File: config.mk
export PLATFORM = sky130hd
export DESIGN_NAME = exec_alu_cc
export DESIGN_NICKNAME = d
export VERILOG_FILES = /design/src/rtl/exec_alu_cc.sv
export SDC_FILE = /design/constraint.sdc
export NUM_CORES = 1
export LEC_CHECK = 0
export CORE_MARGIN = 1.5
export CORE_UTILIZATION = 41
export CTS_BUF_LIST = sky130_fd_sc_hd__clkbuf_8
export CTS_CLUSTER_DIAMETER = 40
export DETAILED_ROUTE_END_ITERATION = 8
export PLACE_DENSITY_LB_ADDON = 0.1
export SLEW_MARGIN = 0
export SYNTH_ARGS = -nofsm -noshare
export SYNTH_HDL_FRONTEND = slang
export SYNTH_SLANG_ARGS = --single-unit
File: constraint.sdc
create_clock -name clk -period 8 [get_ports clk]
set_input_delay 1.6 -clock clk [delete_from_list [all_inputs] [get_ports clk]]
set_output_delay 1.6 -clock clk [all_outputs]
set_load 0.005 [all_outputs]
File: src/rtl/exec_alu_cc.sv
// Execute-stage datapath: ALU, address adder, condition-code generation,
// the registered CC and the branch-condition test against an NZP mask.
module exec_alu_cc (
  input  logic        clk,
  input  logic        reset,
  input  logic [2:0]  aluop,
  input  logic [15:0] a,
  input  logic [15:0] b,
  input  logic [15:0] imm,
  input  logic        imm_sel,
  input  logic [15:0] pc,
  input  logic [1:0]  adr_sel,
  input  logic [2:0]  nzp,
  input  logic        ld_cc,
  input  logic        ld_cc_ext,
  input  logic [2:0]  cc_ext,
  output logic [15:0] f,
  output logic [15:0] calc_addr,
  output logic [2:0]  gencc,
  output logic [2:0]  cc,
  output logic        branch_enable
);

  // One-hot N/Z/P classification of a 16-bit result.
  function automatic logic [2:0] classify(input logic [15:0] val);
    logic [2:0] code;
    if (val[15]) begin
      code = 3'b100;
    end else if (val != 16'h0000) begin
      code = 3'b001;
    end else begin
      code = 3'b010;
    end
    return code;
  endfunction

  logic [15:0] opnd_b_s;
  logic [15:0] base_s;
  logic [15:0] alu_s;
  logic [3:0]  shamt_s;
  logic [2:0]  cc_r;

  assign opnd_b_s = imm_sel ? imm : b;
  assign shamt_s  = opnd_b_s[3:0];

  // ALU operation decode.
  always_comb begin
    alu_s = 16'h0000;
    case (aluop)
      3'd0:    alu_s = a + opnd_b_s;
      3'd1:    alu_s = a & opnd_b_s;
      3'd2:    alu_s = ~a;
      3'd3:    alu_s = opnd_b_s;
      3'd4:    alu_s = a << shamt_s;
      3'd5:    alu_s = a >> shamt_s;
      3'd6:    alu_s = 16'($signed(a) >>> shamt_s);
      3'd7:    alu_s = 16'h0000;
      default: alu_s = 16'h0000;
    endcase
  end

  // Address base selection.
  always_comb begin
    base_s = 16'h0000;
    case (adr_sel)
      2'd0:    base_s = a;
      2'd1:    base_s = b;
      2'd2:    base_s = pc;
      2'd3:    base_s = 16'h0000;
      default: base_s = 16'h0000;
    endcase
  end

  // Local code has priority over the externally generated one.
  always_ff @(posedge clk) begin
    if (reset) begin
      cc_r <= 3'b000;
    end else if (ld_cc) begin
      cc_r <= classify(alu_s);
    end else if (ld_cc_ext) begin
      cc_r <= cc_ext;
    end else begin
      cc_r <= cc_r;
    end
  end

  assign f             = alu_s;
  assign calc_addr     = imm + base_s;
  assign gencc         = classify(alu_s);
  assign cc            = cc_r;
  assign branch_enable = |(cc_r & nzp);

endmodule

**Word-level counts from Yosys, hierarchy flattened**

Index checks and enable logic that the tools add are counted.

- $add $sub $neg: 2
- Equal/unequal tests: 10
- Shift operators: 3
- Multiplexer cells: 7
- Bitwise logic cells: 3
- Reductions and logical operators: 5

Operators by type and width:

| kind | number |
|---|---|
| $pmux 16 s8 | 1 |
| $pmux 16 s4 | 1 |
| $add 16x16->16 | 2 |
| $and 16x16->16 | 1 |
| $mux 16 | 1 |
| $not 16->16 | 1 |
| $reduce_bool 16->1 | 1 |
| $shl 16x4->16 | 1 |
| $shr 16x4->16 | 1 |
| $sshr 16x4->16 | 1 |
| $eq 3x3->1 const B | 4 |
| $mux 3 | 3 |
| $eq 3x2->1 const B | 2 |
| $eq 2x2->1 const B | 2 |
| $and 3x3->3 | 1 |
| $eq 3x1->1 const B | 1 |
| $logic_not 3->1 | 1 |
| $reduce_or 3->1 | 1 |
| $eq 2x1->1 const B | 1 |
| $logic_not 2->1 | 1 |
| $mux 2 | 1 |
| $reduce_bool 2->1 | 1 |

- Bits in registers: 3
- Input port bits: 80
- Logic and storage cells: 31

**Depth between registers and ports, before layout**

- Depth in word-level cells: 7
- Gate-level depth with buffers: 16
- Depth with buffers taken out: 14

**Worst setup path after synthesis**

No wires, ideal clock.

- Kind: input to output
- Start point: input imm_sel
- End point: output gencc[0]
- Arrival: 5.087 ns
- Setup slack: 1.313 ns
- Stages: 16
- Buffers on the path: 4
- Cells stage by stage: buf_6 mux2i_1 inv_2 buf_2 buf_1 buf_1 fa_1 a211oi_1 o211a_1 o21ai_0 o311ai_0 mux2i_1 o2111ai_1 nor4_1 nor4bb_1 a21oi_1

- Word-level cells in the longest chain between the ends: 6

RTL lines:

| item | RTL line | source |
|---|---|---|
| start: declaration | 10 | `input logic imm_sel,` |
| $mux 16 (*) | 43 | `assign opnd_b_s = imm_sel ? imm : b;` |
| $add 16x16->16, or another cell as far along | 50 | `3'd0: alu_s = a + opnd_b_s;` |
| $pmux 16 s8 (*) | 49 | `case (aluop)` |
| via f[12] | 17 | `output logic [15:0] f,` |
| $reduce_bool 16->1 (*) | 29 | `end else if (val != 16'h0000) begin` |
| $mux 2 (*) | 29 |  |
| $mux 3 (*) | 27 | `if (val[15]) begin` |
| end: declaration | 19 | `output logic [2:0] gencc,` |

The timed path passes the listed nets; every way through them passes the cells marked *.

**Worst setup path after layout**

- Start point: input adr_sel[0]
- End point: output calc_addr[14]

- Word-level cells in the longest chain between the ends: 3

RTL lines:

| item | RTL line | source |
|---|---|---|
| start: declaration | 12 | `input logic [1:0] adr_sel,` |
| $eq 2x2->1, or another cell as far along | 65 | `case (adr_sel)` |
| $pmux 16 s4 (*) | 65 |  |
| $add 16x16->16 (*) | 88 | `assign calc_addr = imm + base_s;` |
| end: declaration | 18 | `output logic [15:0] calc_addr,` |

Mark *: on every way between the ends. The rest lies on a longest branch, timed or not.

==> metrics.yaml <==
status:
  status: "completed"
drt:
  vias_per_cell: 6.56
  drt_iter0_drc: 530
  wl_per_cell_um: 21.8
  drc: 0
  vias: 5584
  dr.pass1.iters: 5
  drt_wl_total_mm: 18.6
  ant_nets: 0
sta:
  setup_viol: 0
  rsz0062_at_grt: "false"
  layout_setup_ws_ps: 544
  tns_ps: 0
  whs_ps: 643
  skew_ps: 0
  min_period_ps: 7460
  worst_pin_slew_ps: 1310
  final_max_slew_viol_count: 0
  post-route-period-util: 0.932
  fmax_ghz: 0.134
  finalHoldViolations: 0
  slew_headroom: 0.126
cells_and_area:
  largest_register_ffs: 3
  nets: 830
  area_growth_pct: 32.7
  final_cells: 851
  final_core_util: 0.557
  drive_gt1_frac: 0.105
  diodes: 0
  finalInstanceArea_um2: 5720
power:
  power_uw: 552
  p_leak_nw: 2.34
  share_seq_of_total_power: 0.031
  ir_worst_vdd_mv: 0.0576
  clkPwrFrac: 0.075
  p_sw_uw: 261
  combPwrFrac: 0.894
  swShare: 0.473
  intPower_uw: 291
  power_density_nw_per_um2: 96.5
setup_path:
  worstPathMaxFanout: 17
  crit_slowest_cell: "clkdlybuf4s50_1"
  r2r_start: "cc[0]"
  r2r_setup_slack_ps: 6950
  start_kind: "input pin"
  endpoint_kind: "primary output"
  critical_path_arrival_ps: 5860
  ff2ff_path_depth: 4
  startpoint: "adr_sel[0]"
  reg2reg_to: "cc[0]"
  crit_path_cell_trace: "clkdlybuf4s50_1, buf_4, nor2b_1, buf_4, nand2_1, o21ai_0, fa_1, a21o_1, a21oi_1, o21ai_0, a21o_1, a21oi_1, o21ai_0, o41ai_1, nand3_1, o311ai_0, clkdlybuf4s50_1"
  crit_top_cell: "o21ai_0"
  path_class: "input pin to primary output"
  slowest_delay_ps: 590
  crit_required_ps: 6400
clock_tree:
  insertion_delay_ps: 210
  cts.sinks: 3
  root_buffer: "clkbuf_8"
  cts.clk_slew.worst_paths_ps: 30
  cts_resized: 0
  cts_tree: "yes"
  htreeDepth: 1
  cts_buffers: 3
  clock_path_buffers: 2
  postCtsSetupBuffers: 0
  hold_buffers: 0
hold_path:
  hp-class: "flop to flop"
  worstHoldStart: "cc[1]"
  min_path_cells: 2
  whs_endpoint: "cc[1]"
floorplan:
  die_y_um: 106
  die_area_um2: 11100
  core_area_um2: 10300
  dieWidth_um: 106
  start_util: 0.420
  ios: 119
  core.rowCount: 37
synthesis:
  synth.distinct_cells: 76
  syn_nets: 725
  ys_ff_latch: 3
  netlist_area_um2: 4310
  ys_top_cells_by_area: "mux2i_1 9.5%, mux4_2 9.4%, ha_1 9.3%, nand2_1 7.0%, a21oi_1 5.5%"
  synthFlopType: "dfxtp_1"
  seq_area_frac_synth: 0.0139
  async_flop_share: 0
  yosys_warnings: 0
  synthCells: 611
  synth_top_area_share: 0.0951
  avgSynthCellArea_um2: 7.06
  yosys.area.top_type: "mux2i_1"
  synth_edf_count: 0
grt:
  grt_pass1_vias: 5348
  grt_usage: 0.324
  grt_pass1_wl_mm: 28.8
  overflow: 0
  grt_start_max_net_pins: 31
  antenna_found_initial: 0
place:
  place_ws_ps: 576
  port_buffers: 118
  dp.cells: 847
  dp.final_hpwl_mm: 14.3
  placed_cell_area_um2: 5680
  place_congestion: 1.00
job:
  cap_violations: 0
[cell families (layout without fill, tap and decap cells)]
kind of cell	Yosys count	after routing	share of synthesized area
and+or+nand+nor	211	211	0.230
AOI/OAI and AO/OA	203	203	0.319
muxes	74	74	0.231
buffers and inverters	64	168	0.0597
adders and majority gates	34	34	0.102
xor gates and xnor gates	22	22	0.0447
DFF	3	3	0.0139
[layer usage]
metal	vias up	GRT usage	routed length, um
met5	-	0	0
met4	0	0.136	873
met3	69	0.0445	1800
met2	354	0.535	8530
met1	2602	0.423	7350
li1	2559	-	-
[power groups by stage]
stage / Combinational [mW] / Sequential [mW] / Clock (mW)
4_1_cts: 0.485 / 0.0171 / 0.0423
5_1_grt: 0.530 / 0.0172 / 0.0430
3_5_place_dp: 0.482 / 0.0173 / 0
3_3_place_gp: 0.478 / 0.0173 / 0
2_1_floorplan: 0.280 / 0.0173 / 0
6_report: 0.494 / 0.0171 / 0.0416
[cell type report]
cell class	count	area, um^2
fill	1036	4550
multi-input combinational	544	4000
timing repair buffer	142	1360
tap	136	170
inverter	22	82.6
sequential	3	60.1
clock buffer	3	41.3
clock inverter	1	3.75
[critical path: cells and delay by family]
kind                     cells  cell delay [ps]
buffers and inverters        4             1390
AND/OR/NAND/NOR              3              410
adder cells (fa/ha/maj)      1              450
AO/OA/AOI/OAI                9             2000
[worst max path at each step]
stage,endpoint,slack [ps],cells after the start
final,calc_addr[14],540,17
after global routing,calc_addr[14],230,17
after CTS,gencc[0],580,15
after detailed placement,gencc[0],580,15
after global placement,gencc[0],660,15
after floorplan,gencc[0],1310,16
[placed cells by master, fill, tap and decap left out, types with 7 or more instances in the layout]
| cell type | count |
|---|---|
| clkdlybuf4s50_1 | 118 |
| nand2_1 | 80 |
| nor2_1 | 51 |
| a21oi_1 | 47 |
| o21ai_0 | 46 |
| mux2i_1 | 39 |
| ha_1 | 32 |
| buf_4 | 24 |
| nand3_1 | 21 |
| inv_1 | 20 |
| mux4_2 | 18 |
| mux2_2 | 14 |
| xnor2_1 | 12 |
| xor2_1 | 10 |
| a21o_1 | 9 |
| a211oi_1 | 9 |
| nor3_1 | 9 |
| a31oi_1 | 9 |
| and3_1 | 8 |
| or3_1 | 7 |
| o221ai_1 | 7 |
| o32ai_1 | 7 |
| a211o_1 | 7 |
[Yosys cell counts (5+ instances only)]
master      n
a211o_1     7
a211oi_1    9
a21o_1      9
a21oi_1    47
a2bb2oi_1   5
a31oi_1     9
and3_1      8
buf_1       7
buf_2       5
clkbuf_1   28
ha_1       32
inv_1      19
mux2_2     14
mux2i_1    41
mux4_2     18
nand2_1    80
nand3_1    21
nor2_1     51
nor2b_1     5
nor3_1      9
o2111ai_1   5
o211ai_1    5
o21ai_0    46
o221ai_1    7
o22ai_1     5
o32ai_1     7
or3_1       7
xnor2_1    12
xor2_1     10
Note: power is estimated with default switching activity, not from simulation.
==> edit 1, RTL diff (same flow settings) <==
Reset style: asynchronous (`reset`), changed in one clocked block.
--- a/src/rtl/exec_alu_cc.sv
+++ b/src/rtl/exec_alu_cc.sv
@@ -73,5 +73,5 @@
 
   // Local code has priority over the externally generated one.
-  always_ff @(posedge clk) begin
+  always_ff @(posedge clk or posedge reset) begin
     if (reset) begin
       cc_r <= 3'b000;
Check against the original RTL: differs if reset is asserted again (counterexample within 4 cycles, from zero or initial values and one cycle with reset high); with reset held inactive, the same outputs for 10 cycles.
==> edit 1 against the unedited design <==
Wire length up 25%. Area after synthesis rose by 11%. Non-clock buffer count rose by 24. Clock power down 1%. Setup slack worse by 0.30 ns. Final area rose by 11%. Clock skew unchanged. Utilization shrank 0.064 points. Maximum frequency shrank 3.9%. Total power grew 13%. First-iteration DRC count is 37% higher. Die area up 11%. Sequential cell count stayed put.
==> edit 1: results (changes against the unedited design) <==
stage;metric;value;unit;change
global_routing;GR Layer Usage met2;0.5346;;about the same
global_routing;largest net degree at the start of global routing;33;;+6.5%
timing;Least-Margin Pin Slew;1.014;ns;-0.2938 ns
synthesis;Seq/Total Area, Yosys;0.01568;;+0.001761
drt;1st-pass router iterations;5;;unchanged
cells_and_area;diode count;0;;unchanged
setup_path;CP top delay family;compound AO/OA/AOI/OAI gates;;
synthesis;main flop type after synthesis;dfrtp_1;;
drt;met2 wire len;9416;um;+10%
setup_path;worst-path fanout max;7;;-10
pwr;part of the power in registers;0.030;;
cells_and_area;layout cell share with drive strength beyond 1;0.1369;;+0.03200
pwr;Leak;2.591;nW;+11%
pwr;NetSw;0.3033;mW;+16%
clock_tree;# Post-CTS Setup Buffers;0;;unchanged
synthesis;Commonest cells post-synth;nand2_1, mux2i_1, o21ai_0;;
cells_and_area;layout net count;882;;+6.3%
global_routing;number of global-route vias before repair;6095;;+14%
clock_tree;Worst-path clk slew;0.03;ns;about the same
drt;met3 WL;2916;um;+62%
drt;Top Layer Used;met4;;
setup_path;CP Data Arrival Time;6.16;ns;+0.30 ns
setup_path;slowest CP cell;clkdlybuf4s50_1;;
timing;setup clock skew after layout;0;ns;unchanged
synthesis;synth warn;0;;unchanged
clock_tree;worst-skew pair later-pin latency;0.21;ns;about the same
synthesis;Synth Net Count;762;;+5.1%
global_routing;GR Util met3;0.08639;;+0.04186
cells_and_area;non-filler instance count after layout;910;;+6.9%
pwr;comb pwr;0.564;mW;+14%
global_routing;M1 GR Usage;0.4938;;+0.07049
drt;Iteration-0 DRC Markers;727;;+37%
clock_tree;Max Buffers Root-to-Sink;2;;unchanged
setup_path;Max stage delay on crit path;0.60;ns;
global_routing;first-pass GRT wire length;35150;um;+22%
clock_tree;Inserted Clock Buffers;3;;unchanged
drt;routed len/inst;25.39;um;+16%
drt;metal1 wirelength;9469;um;+29%
clock_tree;H-tree lvl count;1;;unchanged
global_routing;Tot GR Track Use;0.3606;;+0.03672
synthesis;synth unique cells;80;;+5.3%
pwr;maximum vdd ir drop;130.2;uV;+130%
synthesis;top post-synthesis cells by area;mux2i_1, mux4_2, ha_1, nand2_1, o21ai_0;;
synthesis;Post-synth ARST share;1.000;;+1.000
synthesis;most frequent cell after synthesis;nand2_1;;
place;port bufs;118;;unchanged
synthesis;Post-Synthesis Cells;648;;+6.1%
global_routing;initial antenna violation count;0;;unchanged
outcome;status;finished clean;;
cells_and_area;max reg flops;3;;unchanged
drt;DR vias/cell;6.890;;+5.0%
place;Final HPWL DP;17590;um;+23%
place;Final Wtd Congestion;1.081;;+8.0%
clock_tree;CTS resizes;0;;unchanged
[edit 1: cell type report]
class | instances | area [um^2]
multi-input combinational | 573 | 4417
clock buffer | 3 | 41.29
tap | 143 | 178.9
timing repair buffer | 166 | 1554
sequential | 3 | 75.07
inverter | 21 | 81.33
fill | 1069 | 5067
clock inverter | 1 | 3.754
[edit 1: through the flow]
stage	area, um^2	setup WS [ns]	hold slack, ns	power [mW]
after floorplan	4787	0.9383	0.5758	0.3247
after global placement	6291	0.2816	0.6405	0.5605
after detailed placement	6291	0.2133	0.6416	0.5628
after CTS	6336	0.2019	0.6521	0.6083
after global routing	6351	0.009100	0.7188	0.6611
final	6351	0.2423	0.6485	0.6243
[edit 1: final timing paths]
path | from | end | slack, ns | cells past startpoint
setup / recovery | imm_sel | gencc[1] | 0.24 | 14
min in group asynchronous | reset | cc[1]$_DFFE_PP0P_ | 1.55 | 2
max in group asynchronous | reset | cc[2]$_DFFE_PP0P_ | 6.33 | 2
hold / removal | cc[2]$_DFFE_PP0P_ | cc[2]$_DFFE_PP0P_ | 0.65 | 2
hold reg to reg | cc[2]$_DFFE_PP0P_ | cc[2]$_DFFE_PP0P_ | 0.65 | 2
setup reg to reg | cc[0]$_DFFE_PP0P_ | cc[0]$_DFFE_PP0P_ | 7.01 | 3
[edit 1: logic make-up (layout without fill, tap and decap cells)]
group                    count (synthesis)  in the layout  synth area share
flip-flops                               3              3           0.01568
adder cells (fa/ha/maj)                 34             34           0.09200
AND/OR/NAND/NOR                        216            216            0.2329
multiplexers                            94             94            0.2543
XOR/XNOR                                16             16           0.02927
AO/OA/AOI/OAI                          213            213            0.3100
buffers and inverters                   72            191           0.06587
==> edit 2, RTL diff (same settings) <==
Without the edit above. Put a register stage on the output `calc_addr`, cleared by the reset. The value now appears one clock later. The other outputs are not delayed to match.
--- a/src/rtl/exec_alu_cc.sv
+++ b/src/rtl/exec_alu_cc.sv
@@ -86,5 +86,11 @@
 
   assign f             = alu_s;
-  assign calc_addr     = imm + base_s;
+  always_ff @(posedge clk) begin
+    if (reset) begin
+      calc_addr <= '0;
+    end else begin
+      calc_addr <= imm + base_s;
+    end
+  end
   assign gencc         = classify(alu_s);
   assign cc            = cc_r;
Check against the original RTL: not equivalent (Yosys sat finds a counterexample within 4 cycles, from zero or initial values and one cycle with reset high).
==> edit 2 against the unedited design <==
Sequential cell count grew 16. Maximum frequency grew 2.2%. First-iteration DRC count fell by 29%. Area after synthesis up 6.8%. Setup slack better by 0.16 ns. Total power is 17% higher. Utilization up 0.49 points. Final area increased by 6.9%. Wire length is 2.6% lower. Largest power group unchanged.
==> edit 2: results (changes against the unedited design) <==
stage;metric;value;unit;change
pwr;part of the power in registers;0.174;;+0.143
global_routing;number of global-route vias before repair;5072;;-5.2%
cells_and_area;filler cell count;1059;;+2.2%
setup_path;CP Data Arrival Time;5.70;ns;-0.16 ns
place;dpl ws;0.3379;ns;-0.2379 ns
drt;Vias;5443;;-2.5%
drt;Iteration-0 DRC Markers;377;;-29%
global_routing;Tot GR Track Use;0.2997;;-0.02421
place;Final HPWL DP;14410;um;+0.83%
pwr;cell area power density;105.6;mW/mm^2;+9.4%
synthesis;top post-synthesis cells by area;mux2i_1, ha_1, dfxtp_1, mux4_2, nand2_1;;
worst_hold_path;hold path depth;3;;+1
cells_and_area;register area;380.4;um^2;+530%
synthesis;Seq/Total Area, Yosys;0.08254;;+0.06862
cells_and_area;layout cell share with drive strength beyond 1;0.1140;;+0.009116
clock_tree;worst-skew pair later-pin latency;0.25;ns;+0.04 ns
outcome;status;finished clean;;
pwr;comb pwr;0.470;mW;-4.9%
drt;DR vias/cell;6.271;;-4.4%
pwr;maximum vdd ir drop;93.45;uV;+62%
synthesis;XOR/XNOR Fraction of Synth Area;0.05132;;+0.006653
timing;Hold WS;0.7170;ns;+0.07402 ns
cells_and_area;Syn-to-layout area delta;32.72;%;about the same
synthesis;synth unique cells;74;;-2.6%
place;post-place instance area;0.006068;mm^2;+6.9%
synthesis;Commonest cells post-synth;nand2_1, o21ai_0, nor2_1;;
cells_and_area;multi-input gate count;536;;-1.5%
cells_and_area;buffering overhead;0.2394;;+0.001494
setup_path;FF-to-FF End;cc[2]$_SDFFE_PP0P_;;
cells_and_area;max reg flops;16;;+13
setup_path;worst-path fanout max;5;;-12
synthesis;post-synthesis compound-gate area fraction;0.2848;;-0.03391
setup_path;RR Startpoint;cc[2]$_SDFFE_PP0P_;;
cells_and_area;Multi-input gate area;0.003985;mm^2;-0.47%
global_routing;largest net degree at the start of global routing;36;;+16%
setup_path;Max stage delay on crit path;0.50;ns;-0.09 ns
setup_path;CP Launch Point;imm_sel;;
pwr;NetSw;0.2715;mW;+3.9%
synthesis;Synth Area in Adders;0.09557;;-0.006514
-- edit 2: cell types whose count changed after synthesis, moves of 6 or more --
cell | unedited run | this run
xnor2_1 | 12 | 20
nand3_1 | 21 | 15
nand2_1 | 80 | 73
clkbuf_1 | 28 | 21
o21ai_0 | 46 | 52
dfxtp_1 | 3 | 19
-- edit 2: timing repair --
action | 4_1_cts | 5_1_grt
gates resized for setup | 0 | 1
setup buffers | 0 | 0
setup endpoints to repair | 0 | 2
-- edit 2: layer usage --
metal	share of wire	wire length, um	vias to the layer above	GRT usage
li1	-	-	2567	-
met4	0.041	736	0	0.1259
met1	0.43	7780	2540	0.4057
met5	0	0	-	0
met3	0.074	1329	47	0.02092
met2	0.46	8234	289	0.4902
-- edit 2: worst max-delay path by stage --
stage	to	slack, ns	cells past startpoint
finish	gencc[1]	0.70	16
floorplan	gencc[1]	1.25	16
detailed placement	gencc[1]	0.34	16
global placement	gencc[1]	0.43	16
global route	gencc[1]	0.34	16
CTS	gencc[1]	0.32	16
